## src/rtl/serial_arith_pkg.sv

```systemverilog
// Shared types and defaults for the serial arithmetic cells.
package serial_arith_pkg;

  typedef enum logic [1:0] {
    IDLE  = 2'd0,
    SHIFT = 2'd1,
    DONE  = 2'd2
  } ser_state_t;

  localparam int SER_DEFAULT_WIDTH = 8;

endpackage

```

## src/rtl/full_adder.sv

```systemverilog
// Combinational 1-bit full adder cell used as the single arithmetic element of the serial adder.
module full_adder (
  input  logic A,
  input  logic B,
  input  logic Cin,
  output logic Sum,
  output logic Cout
);

  assign Sum  = A ^ B ^ Cin;
  assign Cout = (A & B) | (A & Cin) | (B & Cin);

endmodule

```

## src/rtl/bit_serial_adder.sv

```systemverilog
// Bit-serial adder: LSB-first, one bit per clock through a single full_adder, valid/ready on both sides.
//   state | meaning
//   IDLE  | waiting for operands, in_ready high
//   SHIFT | one bit step per clock, WIDTH steps total
//   DONE  | result held with out_valid high until out_ready
module bit_serial_adder
  import serial_arith_pkg::*;
#(
  parameter int WIDTH = SER_DEFAULT_WIDTH
) (
  input  logic             clk,
  input  logic             rst_n,
  input  logic             in_valid,
  output logic             in_ready,
  input  logic [WIDTH-1:0] A,
  input  logic [WIDTH-1:0] B,
  input  logic             Cin,
  output logic             out_valid,
  input  logic             out_ready,
  output logic [WIDTH-1:0] Sum,
  output logic             Cout,
  output logic             busy
);

  localparam int CNT_W = $clog2(WIDTH);
  localparam logic [CNT_W-1:0] CNT_LAST = CNT_W'(WIDTH - 1);

  ser_state_t       state_q, state_d;
  logic [WIDTH-1:0] a_sh_q, b_sh_q, sum_q;
  logic             carry_q, cout_q;
  logic [CNT_W-1:0] cnt_q;
  logic             fa_s, fa_c;
  logic             last_step;

  full_adder u_fa (
    .A    (a_sh_q[0]),
    .B    (b_sh_q[0]),
    .Cin  (carry_q),
    .Sum  (fa_s),
    .Cout (fa_c)
  );

  assign last_step = (cnt_q == CNT_LAST);

  always_ff @(posedge clk or negedge rst_n) begin
    if (!rst_n) state_q <= IDLE;
    else        state_q <= state_d;
  end

  always_comb begin
    state_d = state_q;
    case (state_q)
      IDLE:    if (in_valid)  state_d = SHIFT;
      SHIFT:   if (last_step) state_d = DONE;
      DONE:    if (out_ready) state_d = IDLE;
      default: state_d = IDLE;
    endcase
  end

  always_comb begin
    in_ready  = (state_q == IDLE);
    out_valid = (state_q == DONE);
    busy      = (state_q == SHIFT) || (state_q == DONE);
  end

  always_ff @(posedge clk or negedge rst_n) begin
    if (!rst_n) begin
      a_sh_q  <= '0;
      b_sh_q  <= '0;
      sum_q   <= '0;
      carry_q <= 1'b0;
      cout_q  <= 1'b0;
      cnt_q   <= '0;
    end else begin
      case (state_q)
        IDLE: begin
          if (in_valid) begin
            a_sh_q  <= A;
            b_sh_q  <= B;
            carry_q <= Cin;
            cnt_q   <= '0;
          end
        end
        SHIFT: begin
          // Result bits enter at the MSB so bit 0 lands at Sum[0] after WIDTH steps.
          sum_q   <= {fa_s, sum_q[WIDTH-1:1]};
          a_sh_q  <= a_sh_q >> 1;
          b_sh_q  <= b_sh_q >> 1;
          carry_q <= fa_c;
          cnt_q   <= cnt_q + CNT_W'(1);
          if (last_step) cout_q <= fa_c;
        end
        default: ;
      endcase
    end
  end

  assign Sum  = sum_q;
  assign Cout = cout_q;

endmodule
```

## config.mk

```make
export PLATFORM = sky130hd
export DESIGN_NAME = bit_serial_adder
export DESIGN_NICKNAME = d
export VERILOG_FILES = /design/src/rtl/serial_arith_pkg.sv /design/src/rtl/full_adder.sv /design/src/rtl/bit_serial_adder.sv
export SDC_FILE = /design/constraint.sdc
export NUM_CORES = 1
export LEC_CHECK = 0
export ABC_CLOCK_PERIOD_IN_PS = 1440
export CORE_UTILIZATION = 44
export DETAILED_ROUTE_END_ITERATION = 6
export PLACE_DENSITY = 0.76
export SETUP_SLACK_MARGIN = 0.5
export SYNTH_ARGS = -nofsm -noshare
export SYNTH_HDL_FRONTEND = slang
export SYNTH_HIERARCHICAL = 1
export SYNTH_SLANG_ARGS = --single-unit
```

## constraint.sdc

```tcl
create_clock -name clk -period 1.44 [get_ports clk]
set_input_delay 0.216 -clock clk [delete_from_list [all_inputs] [get_ports clk]]
set_output_delay 0.216 -clock clk [all_outputs]
set_load 0.03 [all_outputs]
```

# Word-level counts from Yosys, hierarchy flattened
# Index checks and enable logic that the tools add are counted.
# word_totals
register_bits	31
input_bits	21
elab_cells	39
# op_classes
addsub	1
eq_ne	6
n_mux	12
n_bitwise	7
reduce_logical	6
# op_table
op	count
$pmux 8 s2	2
$mux 8	2
$mux 2	3
$pmux 2 s3	1
$pmux 3 s2	1
$ne 2x2->1 const B	2
$reduce_and 2->1	2
$add 3x1->3 const B	1
$and 1x1->1	3
$eq 3x3->1 const B	1
$mux 3	1
$reduce_and 3->1	1
$eq 2x1->1 const B	1
$eq 2x2->1 const B	1
$logic_not 2->1	1
$ne 2x1->1 const B	1
$or 1x1->1	2
$pmux 1 s2	1
$reduce_bool 2->1	1
$xor 1x1->1	2
$logic_or 1x1->1	1
$mux 1	1

# Depth between registers and ports, before layout
# depth
depth_word	4
mapped_depth	6
ltp_nobuf	5

# By module
# Netlist, hierarchy kept.
# by_module_without_submodules
module	n_inst	cells_per_inst	area_each_um2	seq_area_each_um2
bit_serial_adder	1	120	1408.9	775.7
full_adder	1	1	20.0	0.0

# Worst setup path after synthesis
# OpenSTA, ideal clock, no wires.
# synth_timing
kind	reg-to-reg
from	register state_q[0]
to	register cnt_q[0]
setup_time_ns	0.095
arrival_ns	1.601
required_time_ns	1.345
slack_ns	-0.256
stages_incl_launch_ff	7
n_path_buf	1
period_less_slack_ns	1.696
cell_sequence	dfrtp_1 -> inv_1 -> ha_1 -> mux2i_2 -> buf_2 -> nand2_1 -> o31ai_1
# synth_between
elab_chain_cells	3
# synth_lines
element	line	source
from (decl)	bit_serial_adder.sv:28	ser_state_t state_q, state_d;
from (signal assigned)	bit_serial_adder.sv:47	else state_q <= state_d;
$logic_not 2->1 (*)	--	
net in_ready	bit_serial_adder.sv:14	output logic in_ready,
$ne 2x2->1 (no source line) or $reduce_bool 2->1 (tied branches)	--	
$reduce_and 2->1 (no source line)	--	
to (signal assigned)	bit_serial_adder.sv:90	cnt_q <= cnt_q + CNT_W'(1);
to (decl)	bit_serial_adder.sv:31	logic [CNT_W-1:0] cnt_q;
# Mark *: on every way through the listed nets, which the timed path passes. The rest lies on a longest branch.
# A chain may end at the register's enable or synchronous reset.

# Worst setup path after layout
# layout_timing
from	register state_q[1]
to	register b_sh_q[4]
# layout_between
elab_chain_cells	3
# layout_lines
element	line	source
$eq 2x1->1 or $logic_not 2->1 (tied branches)	bit_serial_adder.sv:75	case (state_q)
$reduce_bool 2->1 (no source line) or $ne 2x2->1 (tied branches)	--	
$reduce_and 2->1 (no source line)	--	
to (signal assigned)	bit_serial_adder.sv:88	b_sh_q <= b_sh_q >> 1;
to (decl)	bit_serial_adder.sv:29	logic [WIDTH-1:0] a_sh_q, b_sh_q, sum_q;
# Several ways; a longest one is shown, not always the timed one.

==> summary.txt <==
Run status
  – Outcome: complete, but fails checks
  – Failing checks: setup timing

Clock network
  – Number of buffers created by CTS: 5
  – # H-tree levels: 2
  – Clk_lat worst skew: 0.32 ns
  – Num Clock Sinks: 31
  – CTS tree: built
  – Clk pin slew, worst setup/hold paths: 0.10 ns
  – Hold-fix buffers at CTS: 0
  – Clk buf depth: 2
  – Clk root buf: clkbuf_4

GRT
  – Total gr overflow: 0
  – Largest net degree at the start of global routing: 32
  – GRT Resource Usage Total: 21.2%
  – Initial antenna violation count: 0
  – Vias in the first global route: 1,136
  – First-pass GRT wire length: 5.29 mm

Synthesis
  – Synth Cell Area: 1430 sq um
  – Sequential area share after synthesis: 54.3%
  – Cells after synthesis: 121
  – Yosys cell types: 19
  – Post-synthesis register bit count: 31
  – Syn Area/Cell: 11.8 sq um
  – YS warnings: 6
  – Mapped Nets: 148

Worst setup path
  – CP Class: register to register
  – CP endpoint kind: register
  – CP arrival: 1.74 ns
  – Worst path top cell family by delay: buffers and inverters
  – Crit start category: register
  – Worst path slowest cell: dfrtp_1
  – CP required: 1.69 ns
  – Worst path bufs/invs: 3
  – Crit-path cells: inv_2 > ha_4 > mux2i_4 > buf_6 > clkbuf_16 > nand2_2 > o21ai_1
  – CP peak stage delay: 0.40 ns
  – Crit-path max FO: 7

Final layout
  – Layout cells sized above 1: 48.6%
  – Register area: 776 sq um
  – Layout area overhead: 65.5%
  – Final net count: 211
  – Antenna cell count: 0
  – Fill count: 207
  – Commonest cells after routing, fill and taps aside: dfrtp_1 (31), clkdlybuf4s50_1 (20), buf_4 (18)
  – Multi-input logic area: 761 sq um
  – Commonest non-fill, non-tap cell in the layout: dfrtp_1

Drt
  – DRC viols: 0
  – Wire length per cell: 15.6 microns
  – Post-route ant nets: 0
  – DR vias/cell: 5.07
  – First-pass DRT Iterations: 6
  – Vias: 1,161
  – Number of DRC markers in iteration 0: 27
  – Final wirelength: 3.57 mm

Timing
  – Final Cycle Share: 103%
  – Min Tclk post-route: 1.49 ns
  – Final hold vios: 0
  – Achievable frequency: 673 MHz
  – Worst-Margin Slew: 0.409 ns
  – Post-route setup slack: -0.0463 ns
  – Post-Route Skew: 0.00401 ns
  – Unrepaired setup endpoints after global routing: yes
  – Slew margin rel.: 72.7%
  – Slew Limit Fails: 0
  – Final setup fails: 15

Placement
  – Pre-CTS WS: -0.0397 ns
  – RD Place Congestion: 0.788
  – IO Port Bufs: 32
  – DP HPWL: 2.10 mm

Pwr
  – Leak: 1.09 nW
  – Maximum VDD drop: 1.23 mV
  – Comb power frac: 63.6%
  – Pwr dens: 2520 nW/um^2
  – Cell Int Power: 0.00369 W
  – Tot Pwr: 0.00595 W
  – Share of total power in sequential cells: 26.7%
  – Switching power: 0.00226 W
  – Switching Fraction: 37.9%
  – Share of total power in the clock network: 9.7%

Floorplanning
  – Core footprint: 3080 sq um
  – Initial Util: 46.4%
  – Die ar.: 3480 sq um
  – Boundary Pins: 33
  – Die height: 59.0 microns
  – Row count: 20
  – Die width: 59.0 microns

Flow run
  – Maximum capacitance violations: 0

Hold path
  – Min-Delay Path Class: input pin to async pin
worst paths after layout:
kind,startpoint,end,slack [ns],depth (start not counted)
worst max-delay path,state_q[1]$_DFFE_PN0P_,b_sh_q[4]$_DFFE_PN0P_,-0.05,7
worst min-delay path,rst_n,b_sh_q[1]$_DFFE_PN0P_,0.28,2
worst max register to register,state_q[1]$_DFFE_PN0P_,b_sh_q[4]$_DFFE_PN0P_,-0.05,7
worst min register to register,a_sh_q[3]$_DFFE_PN0P_,a_sh_q[3]$_DFFE_PN0P_,0.50,2
max in group asynchronous,rst_n,Sum[0]$_DFFE_PN0P_,0.87,2
min in group clk,a_sh_q[3]$_DFFE_PN0P_,a_sh_q[3]$_DFFE_PN0P_,0.50,2
repair_timing:
action / 4_1_cts / 5_1_grt
cloned: 1 / 3
resized for setup: 69 / 35
buffers inserted: 13 / 4
setup endpoints to repair: 43 / 43
pin swaps: 7 / 3
power groups by stage:
stage	registers (W)	logic (W)	clock network (W)
finish	0.00159	0.00378	0.000579
global route	0.00164	0.00402	0.000630
CTS	0.00155	0.00307	0.000593
detailed placement	0.00158	0.00248	0
global placement	0.00154	0.00238	0
floorplan	0.00175	0.00168	0
metrics by stage:
step / setup TNS, ns / utilization (%) / area, sq um / instances / hold slack, ns
after detailed placement: -0.283 / 61.9 / 1900 / 200 / 0.483
after global placement: 0 / 61.9 / 1900 / 200 / 0.473
after CTS: 0 / 70.2 / 2160 / 222 / 0.279
after global routing: -1.40 / 76.8 / 2360 / 229 / 0.299
after floorplan: 0 / - / 1530 / 121 / -0.0796
final: -0.259 / 76.8 / 2360 / 229 / 0.277
synth_stat cells:
cell type / instances / share of area, %
mux2i_2: 1 / 0.96
mux2_2: 7 / 5.5
fa_1: 1 / 1.4
o31ai_1: 1 / 0.53
o211ai_1: 1 / 0.53
o21ai_1: 15 / 5.3
nor2b_1: 3 / 1.3
mux2_1: 3 / 2.4
ha_1: 5 / 4.4
a32o_1: 2 / 1.4
dfrtp_1: 31 / 54
nand2b_1: 2 / 0.88
o21ai_0: 2 / 0.70
buf_2: 4 / 1.4
inv_1: 3 / 0.79
a31oi_1: 4 / 1.8
mux2i_1: 15 / 11
buf_4: 2 / 1.1
nand2_1: 19 / 5.0
routing by layer:
| metal | GRT usage (%) | part of all wire [%] | vias up |
|---|---|---|---|
| li1 | - | - | 549 |
| met5 | 0 | 0 | - |
| met2 | 39.0 | 54 | 32 |
| met4 | 8.16 | 2.6 | 0 |
| met1 | 23.6 | 40 | 569 |
| met3 | 4.80 | 3.6 | 11 |
kinds of logic after synthesis:
logic type | after synthesis | share of synthesized area, %
AO/OA/AOI/OAI | 25 | 10.2
adder cells (fa/ha/maj) | 6 | 5.78
buffers and inverters | 9 | 3.24
flip-flops | 31 | 54.3
multiplexers | 26 | 19.4
AND/OR/NAND/NOR | 24 | 7.18
sequential cells by signal (all words and copies together) (netlist names):
signal	count
a_sh_q	8
b_sh_q	8
cnt_q	3
Sum	8
state_q	2
carry_q	1
Cout	1
worst reg2reg max path, stage by stage (launching register included):
cell and delay [ns]:
dfrtp_1 0.40, inv_2 0.11, ha_4 0.19, mux2i_4 0.28
buf_6 0.16, clkbuf_16 0.15, nand2_2 0.05, o21ai_1 0.08
final cells by class:
class                           count  share of cell area [%]
Tap cell                           44                    2.33
Sequential cell                    31                    32.8
Timing Repair Buffer               62                    29.3
Inverter                            3                   0.476
Clock buffer                        8                    2.91
Multi-Input combinational cell     81                    32.2
Note: power is estimated with default switching activity, not from simulation.
